## config.mk

```make
export PLATFORM = sky130hd
export DESIGN_NAME = ps2_kb_writer_flat
export DESIGN_NICKNAME = d
export VERILOG_FILES = /design/src/rtl/kb_pkg.sv /design/src/rtl/ps2_kb_writer_if.sv /design/src/rtl/ps2_sync_edge.sv /design/src/rtl/ps2_kb_writer.sv /design/src/flat_wrapper.sv
export SDC_FILE = /design/constraint.sdc
export NUM_CORES = 1
export LEC_CHECK = 0
export BUFFER_PORTS_ARGS = -buffer_cell sky130_fd_sc_hd__buf_2
export CAP_MARGIN = 15
export CORE_MARGIN = 4
export CORE_UTILIZATION = 30
export CTS_BUF_LIST = sky130_fd_sc_hd__clkbuf_8
export CTS_CLUSTER_DIAMETER = 50
export DETAILED_ROUTE_END_ITERATION = 6
export HOLD_SLACK_MARGIN = 0.03
export PLACE_DENSITY = 0.55
export RECOVER_POWER = 50
export SLEW_MARGIN = 30
export SYNTH_ARGS = -nofsm -noshare
export SYNTH_HDL_FRONTEND = slang
export SYNTH_HIERARCHICAL = 1
export SYNTH_SLANG_ARGS = --single-unit
```

## constraint.sdc

```tcl
create_clock -name clk -period 2 [get_ports clk]
set_input_delay 0.2 -clock clk [delete_from_list [all_inputs] [get_ports clk]]
set_output_delay 0.2 -clock clk [all_outputs]
set_load 0.01 [all_outputs]
```

## src/rtl/kb_pkg.sv

```systemverilog
// Shared types and constants for the PS/2 keyboard writer.
package kb_pkg;

    // Frame receiver states: start bit is consumed in IDLE, so DATA begins at bit 0.
    typedef enum logic [1:0] {
        IDLE,
        DATA,
        PARITY,
        STOP
    } kb_state_e;

    // Scan-code prefixes that modify the following byte instead of being written.
    localparam logic [7:0] PS2_EXT = 8'hE0;
    localparam logic [7:0] PS2_BRK = 8'hF0;

    // PS/2 uses odd parity: data bits plus parity bit must hold an odd number of ones.
    function automatic logic parity_ok(input logic [7:0] data, input logic par);
        return (^data) ^ par;
    endfunction

endpackage

```

## src/rtl/ps2_kb_writer_if.sv

```systemverilog
// Keyboard-port write bus into the data memory, plus the frame error pulse.
interface ps2_kb_writer_if;
    logic        we_kb;
    logic [31:0] addr_kb;
    logic [31:0] data_kb;
    logic        frame_err;

    modport master (output we_kb, output addr_kb, output data_kb, output frame_err);
    modport slave  (input  we_kb, input  addr_kb, input  data_kb, input  frame_err);
endinterface

```

## src/rtl/ps2_sync_edge.sv

```systemverilog
// Two-flop synchronizers for ps2_clk/ps2_data and a falling-edge detector on the
// synchronized clock. The synchronized data is aligned with the edge pulse.
module ps2_sync_edge (
    input  logic clk,
    input  logic rst_n,
    input  logic ps2_clk,
    input  logic ps2_data,
    output logic ps2_fall,
    output logic ps2_data_s
);

    logic clk_meta_q, clk_sync_q, clk_prev_q;
    logic data_meta_q, data_sync_q;
    logic clk_meta_d, clk_sync_d, clk_prev_d;
    logic data_meta_d, data_sync_d;

    // Next-state of the synchronizer pipeline is a plain shift.
    always_comb begin
        clk_meta_d  = ps2_clk;
        clk_sync_d  = clk_meta_q;
        clk_prev_d  = clk_sync_q;
        data_meta_d = ps2_data;
        data_sync_d = data_meta_q;
    end

    // Synchronizer registers; reset to the bus idle level so no edge fires on release.
    always_ff @(posedge clk) begin
        // NOTE: sequential state uses non-blocking assignments so every flop samples pre-edge values.
        if (!rst_n) begin
            clk_meta_q  <= 1'b1;
            clk_sync_q  <= 1'b1;
            clk_prev_q  <= 1'b1;
            data_meta_q <= 1'b1;
            data_sync_q <= 1'b1;
        end else begin
            clk_meta_q  <= clk_meta_d;
            clk_sync_q  <= clk_sync_d;
            clk_prev_q  <= clk_prev_d;
            data_meta_q <= data_meta_d;
            data_sync_q <= data_sync_d;
        end
    end

    assign ps2_fall   = clk_prev_q & ~clk_sync_q;
    assign ps2_data_s = data_sync_q;

endmodule

```

## src/rtl/ps2_kb_writer.sv

```systemverilog
// PS/2 keyboard receiver that writes decoded scan codes to a fixed memory word.
// Optional feature: define KB_BREAK_CLEAR_EN to write 0 when a key is released;
// otherwise break codes leave the last make code in memory.
module ps2_kb_writer
    import kb_pkg::*;
#(
    parameter int KEY_ADDR    = 10,
    parameter int TIMEOUT_CYC = 50000
) (
    input  logic             clk,
    input  logic             rst_n,
    input  logic             ps2_clk,
    input  logic             ps2_data,
    ps2_kb_writer_if.master  kb
);

    localparam int TW = $clog2(TIMEOUT_CYC + 1);

    logic ps2_fall, ps2_bit;

    ps2_sync_edge u_sync (
        .clk        (clk),
        .rst_n      (rst_n),
        .ps2_clk    (ps2_clk),
        .ps2_data   (ps2_data),
        .ps2_fall   (ps2_fall),
        .ps2_data_s (ps2_bit)
    );

    kb_state_e   state_q,   state_d;
    logic [2:0]  bit_cnt_q, bit_cnt_d;
    logic [7:0]  shift_q,   shift_d;
    logic        par_err_q, par_err_d;
    logic [TW-1:0] tmo_q,   tmo_d;
    logic        ext_q,     ext_d;
    logic        brk_q,     brk_d;
    logic        we_q,      we_d;
    logic        err_q,     err_d;
    logic [31:0] data_q,    data_d;

    // Frame FSM, prefix tracking and output strobes.
    always_comb begin
        // NOTE: every variable gets a default first so no path can infer a latch.
        state_d   = state_q;
        bit_cnt_d = bit_cnt_q;
        shift_d   = shift_q;
        par_err_d = par_err_q;
        tmo_d     = tmo_q;
        ext_d     = ext_q;
        brk_d     = brk_q;
        we_d      = 1'b0;
        err_d     = 1'b0;
        data_d    = data_q;

        // Inter-edge watchdog: only runs while a frame is in progress.
        if (state_q != IDLE) begin
            if (ps2_fall) begin
                tmo_d = '0;
            end else begin
                tmo_d = tmo_q + 1'b1;
            end
        end

        unique case (state_q)
            IDLE: begin
                tmo_d = '0;
                if (ps2_fall && !ps2_bit) begin
                    state_d   = DATA;
                    bit_cnt_d = 3'd0;
                    par_err_d = 1'b0;
                end
            end
            DATA: begin
                if (ps2_fall) begin
                    shift_d   = {ps2_bit, shift_q[7:1]};
                    bit_cnt_d = bit_cnt_q + 3'd1;
                    if (bit_cnt_q == 3'd7) begin
                        state_d = PARITY;
                    end
                end
            end
            PARITY: begin
                if (ps2_fall) begin
                    par_err_d = ~parity_ok(shift_q, ps2_bit);
                    state_d   = STOP;
                end
            end
            STOP: begin
                if (ps2_fall) begin
                    state_d = IDLE;
                    if (ps2_bit && !par_err_q) begin
                        if (shift_q == PS2_EXT) begin
                            ext_d = 1'b1;
                        end else if (shift_q == PS2_BRK) begin
                            brk_d = 1'b1;
                        end else begin
                            ext_d = 1'b0;
                            brk_d = 1'b0;
                            if (!brk_q) begin
                                we_d   = 1'b1;
                                data_d = {23'b0, ext_q, shift_q};
                            end else begin
`ifdef KB_BREAK_CLEAR_EN
                                we_d   = 1'b1;
                                data_d = 32'h0;
`endif
                            end
                        end
                    end else begin
                        err_d = 1'b1;
                    end
                end
            end
            default: state_d = IDLE;
        endcase

        // A stalled frame is abandoned; prefixes are kept like any rejected frame.
        if (state_q != IDLE && !ps2_fall && tmo_q == TW'(TIMEOUT_CYC - 1)) begin
            state_d = IDLE;
            tmo_d   = '0;
            err_d   = 1'b1;
        end
    end

    // State and output registers.
    always_ff @(posedge clk) begin
        // NOTE: the shift register and data word are reset too, so outputs are defined from reset.
        if (!rst_n) begin
            state_q   <= IDLE;
            bit_cnt_q <= 3'd0;
            shift_q   <= 8'h00;
            par_err_q <= 1'b0;
            tmo_q     <= '0;
            ext_q     <= 1'b0;
            brk_q     <= 1'b0;
            we_q      <= 1'b0;
            err_q     <= 1'b0;
            data_q    <= 32'h0;
        end else begin
            state_q   <= state_d;
            bit_cnt_q <= bit_cnt_d;
            shift_q   <= shift_d;
            par_err_q <= par_err_d;
            tmo_q     <= tmo_d;
            ext_q     <= ext_d;
            brk_q     <= brk_d;
            we_q      <= we_d;
            err_q     <= err_d;
            data_q    <= data_d;
        end
    end

    assign kb.we_kb     = we_q;
    assign kb.frame_err = err_q;
    assign kb.data_kb   = data_q;
    assign kb.addr_kb   = 32'(KEY_ADDR);

endmodule

```

## src/flat_wrapper.sv

```systemverilog
// flat-port wrapper written by rule: the top's interface ports become plain ports
module ps2_kb_writer_flat import kb_pkg::*;
#(
    parameter int KEY_ADDR    = 10,
    parameter int TIMEOUT_CYC = 50000
)
  (clk, rst_n, ps2_clk, ps2_data, kb_we_kb, kb_addr_kb, kb_data_kb, kb_frame_err);
  ps2_kb_writer_if kb_i ();
  input  logic clk;
  input  logic rst_n;
  input  logic ps2_clk;
  input  logic ps2_data;
  output wire logic [$bits(kb_i.we_kb)-1:0] kb_we_kb;
  output wire logic [$bits(kb_i.addr_kb)-1:0] kb_addr_kb;
  output wire logic [$bits(kb_i.data_kb)-1:0] kb_data_kb;
  output wire logic [$bits(kb_i.frame_err)-1:0] kb_frame_err;
  assign kb_we_kb = kb_i.we_kb;
  assign kb_addr_kb = kb_i.addr_kb;
  assign kb_data_kb = kb_i.data_kb;
  assign kb_frame_err = kb_i.frame_err;
  ps2_kb_writer #(.KEY_ADDR(KEY_ADDR), .TIMEOUT_CYC(TIMEOUT_CYC)) u_core (.clk(clk), .rst_n(rst_n), .ps2_clk(ps2_clk), .ps2_data(ps2_data), .kb(kb_i));
endmodule
```

# == Yosys cells after proc, flatten, opt, wreduce, memory -nomap -nowiden ==
# Cells that the tools add are included.
# op_classes
addsub,2
eq_ne,13
n_mux,21
bitwise_logic,11
n_reduce_logical,22
# op_table
operator,n
$add A16 B1 Y16 const B,1
$eq A16 B16 Y1 const B,1
$eq A8 B8 Y1 const B,2
$mux W16,1
$ne A2 B1 Y1 const B,6
$mux W1,10
$mux W2,5
$not A1 Y1,9
$pmux W2 S4,1
$reduce_and A4 Y1,2
$reduce_xor A8 Y1,1
$mux W3,2
$pmux W3 S2,1
$reduce_and A3 Y1,2
$reduce_and A6 Y1,1
$reduce_bool A2 Y1,3
$reduce_or A6 Y1,1
$reduce_and A5 Y1,1
$eq A2 B2 Y1 const B,2
$logic_and A1 B1 Y1,4
$add A3 B1 Y3 const B,1
$eq A3 B3 Y1 const B,1
$logic_not A1 Y1,3
$reduce_or A3 Y1,1
7 further kinds,7
# totals
reg_bits,48
inputBits,4
output_inout_bits,66
elab_cells,84

# == Longest topological paths before layout ==
# logic_depth
word_depth,6
depth_mapped,7
mapped_depth_nobuf,6

# == Cells and area by module ==
# The synthesis kept the hierarchy.
# by_module_without_submodules
module,n_inst,cells_each,area_per_inst_um2,seq_area_each_um2
ps2_kb_writer,1,286,2498.6,860.8
ps2_sync_edge,1,11,137.6,100.1

# == Least setup slack after synthesis ==
# Ideal clock, no wire load.
# synth_path
path_type,register to register
from,register u_core.tmo_q[11]
to,register u_core.tmo_q[10]
setup_time_ns,0.115
arrival_ns,1.647
t_required_ns,1.885
setup_slack_ns,0.238
stages_incl_launch_ff,6
path_buffers,1
period_less_slack_ns,1.762
path_cell_list,dfxtp_1 or4_1 or4_4 nand3_2 buf_6 nor2_1
# synth_between
elab_chain_cells,3
# synth_rtl
element,line_no,text
"start, declared",ps2_kb_writer.sv:34,"logic [TW-1:0] tmo_q, tmo_d;"
"start signal, assigned",ps2_kb_writer.sv:144,tmo_q <= tmo_d;
$eq A16 B16 Y1,ps2_kb_writer.sv:118,if (state_q != IDLE && !ps2_fall && tmo_q == TW'(TIMEOUT_CYC - 1)) begin
$logic_and A1 B1 Y1,ps2_kb_writer.sv:118,
$reduce_or A3 Y1 (no source line),-,
# No other way between the ends.
# A chain may end at the register's enable or synchronous reset.

# == Worst setup path after layout ==
# layout_path
from,register u_core.tmo_q[11]
to,register u_core.state_q[1]
# layout_between
elab_chain_cells,3
# layout_rtl
element,line_no,text
$eq A16 B16 Y1,ps2_kb_writer.sv:118,
$logic_and A1 B1 Y1,ps2_kb_writer.sv:118,
$reduce_or A2 Y1 (no source line),-,
"end signal, assigned",ps2_kb_writer.sv:140,state_q <= state_d;
"end, declared",ps2_kb_writer.sv:30,"kb_state_e state_q, state_d;"
# No other way between the ends.

==> flow_summary.toml <==
[floorplan]
die_area_um2 = 10400
ios = 70
dieWidth_um = 102
core_region_area_um2 = 8380
rows = 33
initial_utilization_pct = 31.5
dieHeight_um = 102

[critical_path]
r2r.worst_path.cells = 4
crit_chain = "or4_1 -> or4_4 -> o31ai_2 -> nor2_1"
r2r_start = "u_core/tmo_q[11]"
cpPeakStageDelay_ps = 540
r2r_end = "u_core/state_q[1]"
path_class = "reg2reg"
cp.required_ps = 2190
crit_path_end_kind = "flop"
setup.worst_path.end = "u_core/state_q[1]"
r2r_slack_ps = 120
cp_slowest_cell = "or4_4"
worstSetupStartpoint = "u_core/tmo_q[11]"
path_max_fanout = 5
crit_arrival_ps = 2060
start_kind = "flop"

[power]
pwr-share-clk_pct = 39.6
seq_power_share_pct = 50.5
internal_power_mw = 1.46
ir_drop_mv = 0.308
powerDensity_nw_per_um2 = 702
p_leak_nw = 1.03
p_switching_mw = 0.476
pwr-share-comb_pct = 10.0
p_sw_share_pct = 24.5

[yosys]
yosys_most_used_dff = "dfxtp_1"
yosysUniqueCellTypes = 42
postSynthAreaPerCell_um2 = 8.88
yosys_warnings = 6
async_flop_share_pct = 0
syn_inst = 297
synth_seq_area_share_pct = 36.4
ys_ff_latch = 48
synthesis.area_um2 = 2640
synth_edf_count = 0

[global_route]
overflow = 0
track_usage_pct = 8.25
grt_pass1_vias = 1493
antenna_found_initial = 0
grt_max_degree = 24
grt_first_pass_wirelength_mm = 6.82

[clocking]
clk_pin_slew_worst_paths_ps = 90
clock-root-buffer = "clkbuf_8"
cts_buffers = 5
cts.sinks = 48
cts_max_path_buffers = 2
cts_tree = "yes"
ctsHoldBuffers = 0
htree_levels = 2
insertion_delay_ps = 300

[sta]
fmax_ghz = 0.533
finalSetupViolCount = 0
setup_tns_ps = 0
finClkSkew_ps = 8.51
finalCriticalPeriod_ps = 1880
worst_pin_slew_ps = 783
maxSlewHeadroom_pct = 47.8
rsz0062_at_grt = "false"
drv_slew = 0
fin_crit_sh_pct = 93.9
hold_viol = 0

[flow_run]
drv_cap = 0

[detailed_routing]
wire_per_inst_um = 10.5
route.detailed.drc = 0
vias_per_cell = 4.15
wl_mm = 4.43
drt_iter0_markers = 56
ant_nets = 0
vias = 1756
first_pass_iters = 4

[placement]
numPortBuffers = 14
globalplace.congestion = 0.809
dp_hpwl_mm = 3.25

[layout]
syn2layout_area_growth_pct = 4.75
mostFrequentLayoutCells = "55 x conb_1, 48 x dfxtp_1, 23 x nor2_1"
fin_util_pct = 32.9
finalNetCount = 334
layout_commonest_cell = "conb_1"
drive_gt1_share_pct = 7.23
layout.area.seq_um2 = 961
diodes = 0
nFillCells = 896
multi_input_comb_area_um2 = 1390

[worst_hold_path]
hold_start = "ps2_clk"
hold_class = "in2reg"

[run_status]
status = "completed"
synth_stat cells (all sizes together) (2+ instances only):
master / count / area, um2
buf: 58 / 433
dfxtp: 48 / 961
nor2: 23 / 86.3
nand2: 18 / 67.6
nor2b: 18 / 113
nand3: 16 / 85.1
ha: 13 / 163
xnor2: 13 / 114
inv: 12 / 45.0
mux2i: 12 / 120
a21boi: 8 / 60.1
nand2b: 6 / 37.5
nor3: 5 / 25.0
and2: 4 / 25.0
clkbuf: 4 / 15.0
nand4: 4 / 25.0
a21o: 3 / 22.5
nor4: 3 / 18.8
or2: 3 / 18.8
or4: 3 / 26.3
xor2: 3 / 26.3
a211oi: 2 / 15.0
conb: 2 / 7.51
o21a: 2 / 15.0
o21ai: 2 / 10.0
o31ai: 2 / 20.0
power by group through the flow:
stage / registers [mW] / logic, mW / clock network [mW]
floorplan: 0.998 / 0.240 / 0
global placement: 1.00 / 0.192 / 0
detailed placement: 1.00 / 0.193 / 0
CTS: 0.979 / 0.194 / 0.792
global route: 0.981 / 0.220 / 0.827
finish: 0.979 / 0.193 / 0.767
worst max-delay path: cells and delay by family, from the launching register on:
kind            cells  cell delay (ps)
compound gates      1              270
flops               1              360
simple gates        3             1130
cell families after synthesis:
kind of cell	Yosys count	share of synthesized area (%)
other	2	0.285
flip-flops	48	36.4
multiplexers	12	4.56
AND/OR/NAND/NOR	107	21.1
XOR/XNOR	16	5.32
adder cells (fa/ha/maj)	13	6.17
buffers and inverters	74	18.7
AO/OA/AOI/OAI	25	7.40
timing repair:
item,4_1_cts,5_1_grt
endpoints found under the setup margin,0,18
buffers inserted,0,2
gates resized for setup,0,1
sequential cells by signal (all words and copies together) (netlist names):
name,cells
u_core/bit_cnt_q,3
u_core/brk_q,1
u_core/ext_q,1
u_core/kb.data_kb,9
u_core/kb.frame_err,1
u_core/kb.we_kb,1
u_core/par_err_q,1
u_core/shift_q,8
u_core/state_q,2
u_core/tmo_q,16
u_core/u_sync/clk_meta_q,1
u_core/u_sync/clk_prev_d,1
u_core/u_sync/clk_prev_q,1
u_core/u_sync/data_meta_q,1
u_core/u_sync/ps2_data_s,1
through the flow:
| stage | cell area [um2] | hold slack, ps | worst slack, ps | power, mW | std cells |
|---|---|---|---|---|---|
| 4_1_cts | 2770 | 66.4 | 38.8 | 1.96 | 421 |
| 3_5_place_dp | 2640 | 394 | 52.3 | 1.19 | 413 |
| 3_3_place_gp | 2640 | 392 | 113 | 1.19 | 413 |
| 2_1_floorplan | 2840 | 273 | 238 | 1.24 | 350 |
| 5_1_grt | 2760 | 69.1 | 38.0 | 2.03 | 423 |
| 6_report | 2760 | 77.7 | 122 | 1.94 | 423 |
routing by layer:
layer  global-route usage, %  vias up  wire length [um]
met5                       0        -                 0
met3                    2.48        6               229
met1                    10.0      810              1970
met4                    3.37        0                57
met2                    13.6       29              2180
li1                        -      911                 -
how the worst min path moves through the flow:
| stage | slack (ps) | cells past startpoint | to |
|---|---|---|---|
| final | 80 | 2 | u_core/u_sync/clk_meta_q |
| after CTS | 70 | 2 | u_core/u_sync/clk_meta_q |
| after global routing | 70 | 2 | u_core/u_sync/clk_meta_q |
| after global placement | 390 | 2 | u_core/u_sync/clk_meta_q |
| after floorplan | 270 | 1 | u_core/u_sync/clk_prev_q |
| after detailed placement | 390 | 2 | u_core/u_sync/clk_meta_q |
layout make-up:
cell class	count	area share (%)
Multi-Input combinational cell	228	50.5
Sequential cell	48	34.8
Tap cell	105	4.76
Timing Repair Buffer	22	3.76
Clock buffer	7	3.49
Inverter	12	1.63
Clock inverter	1	1.09
No activity file was read; power rests on OpenSTA's default activity.
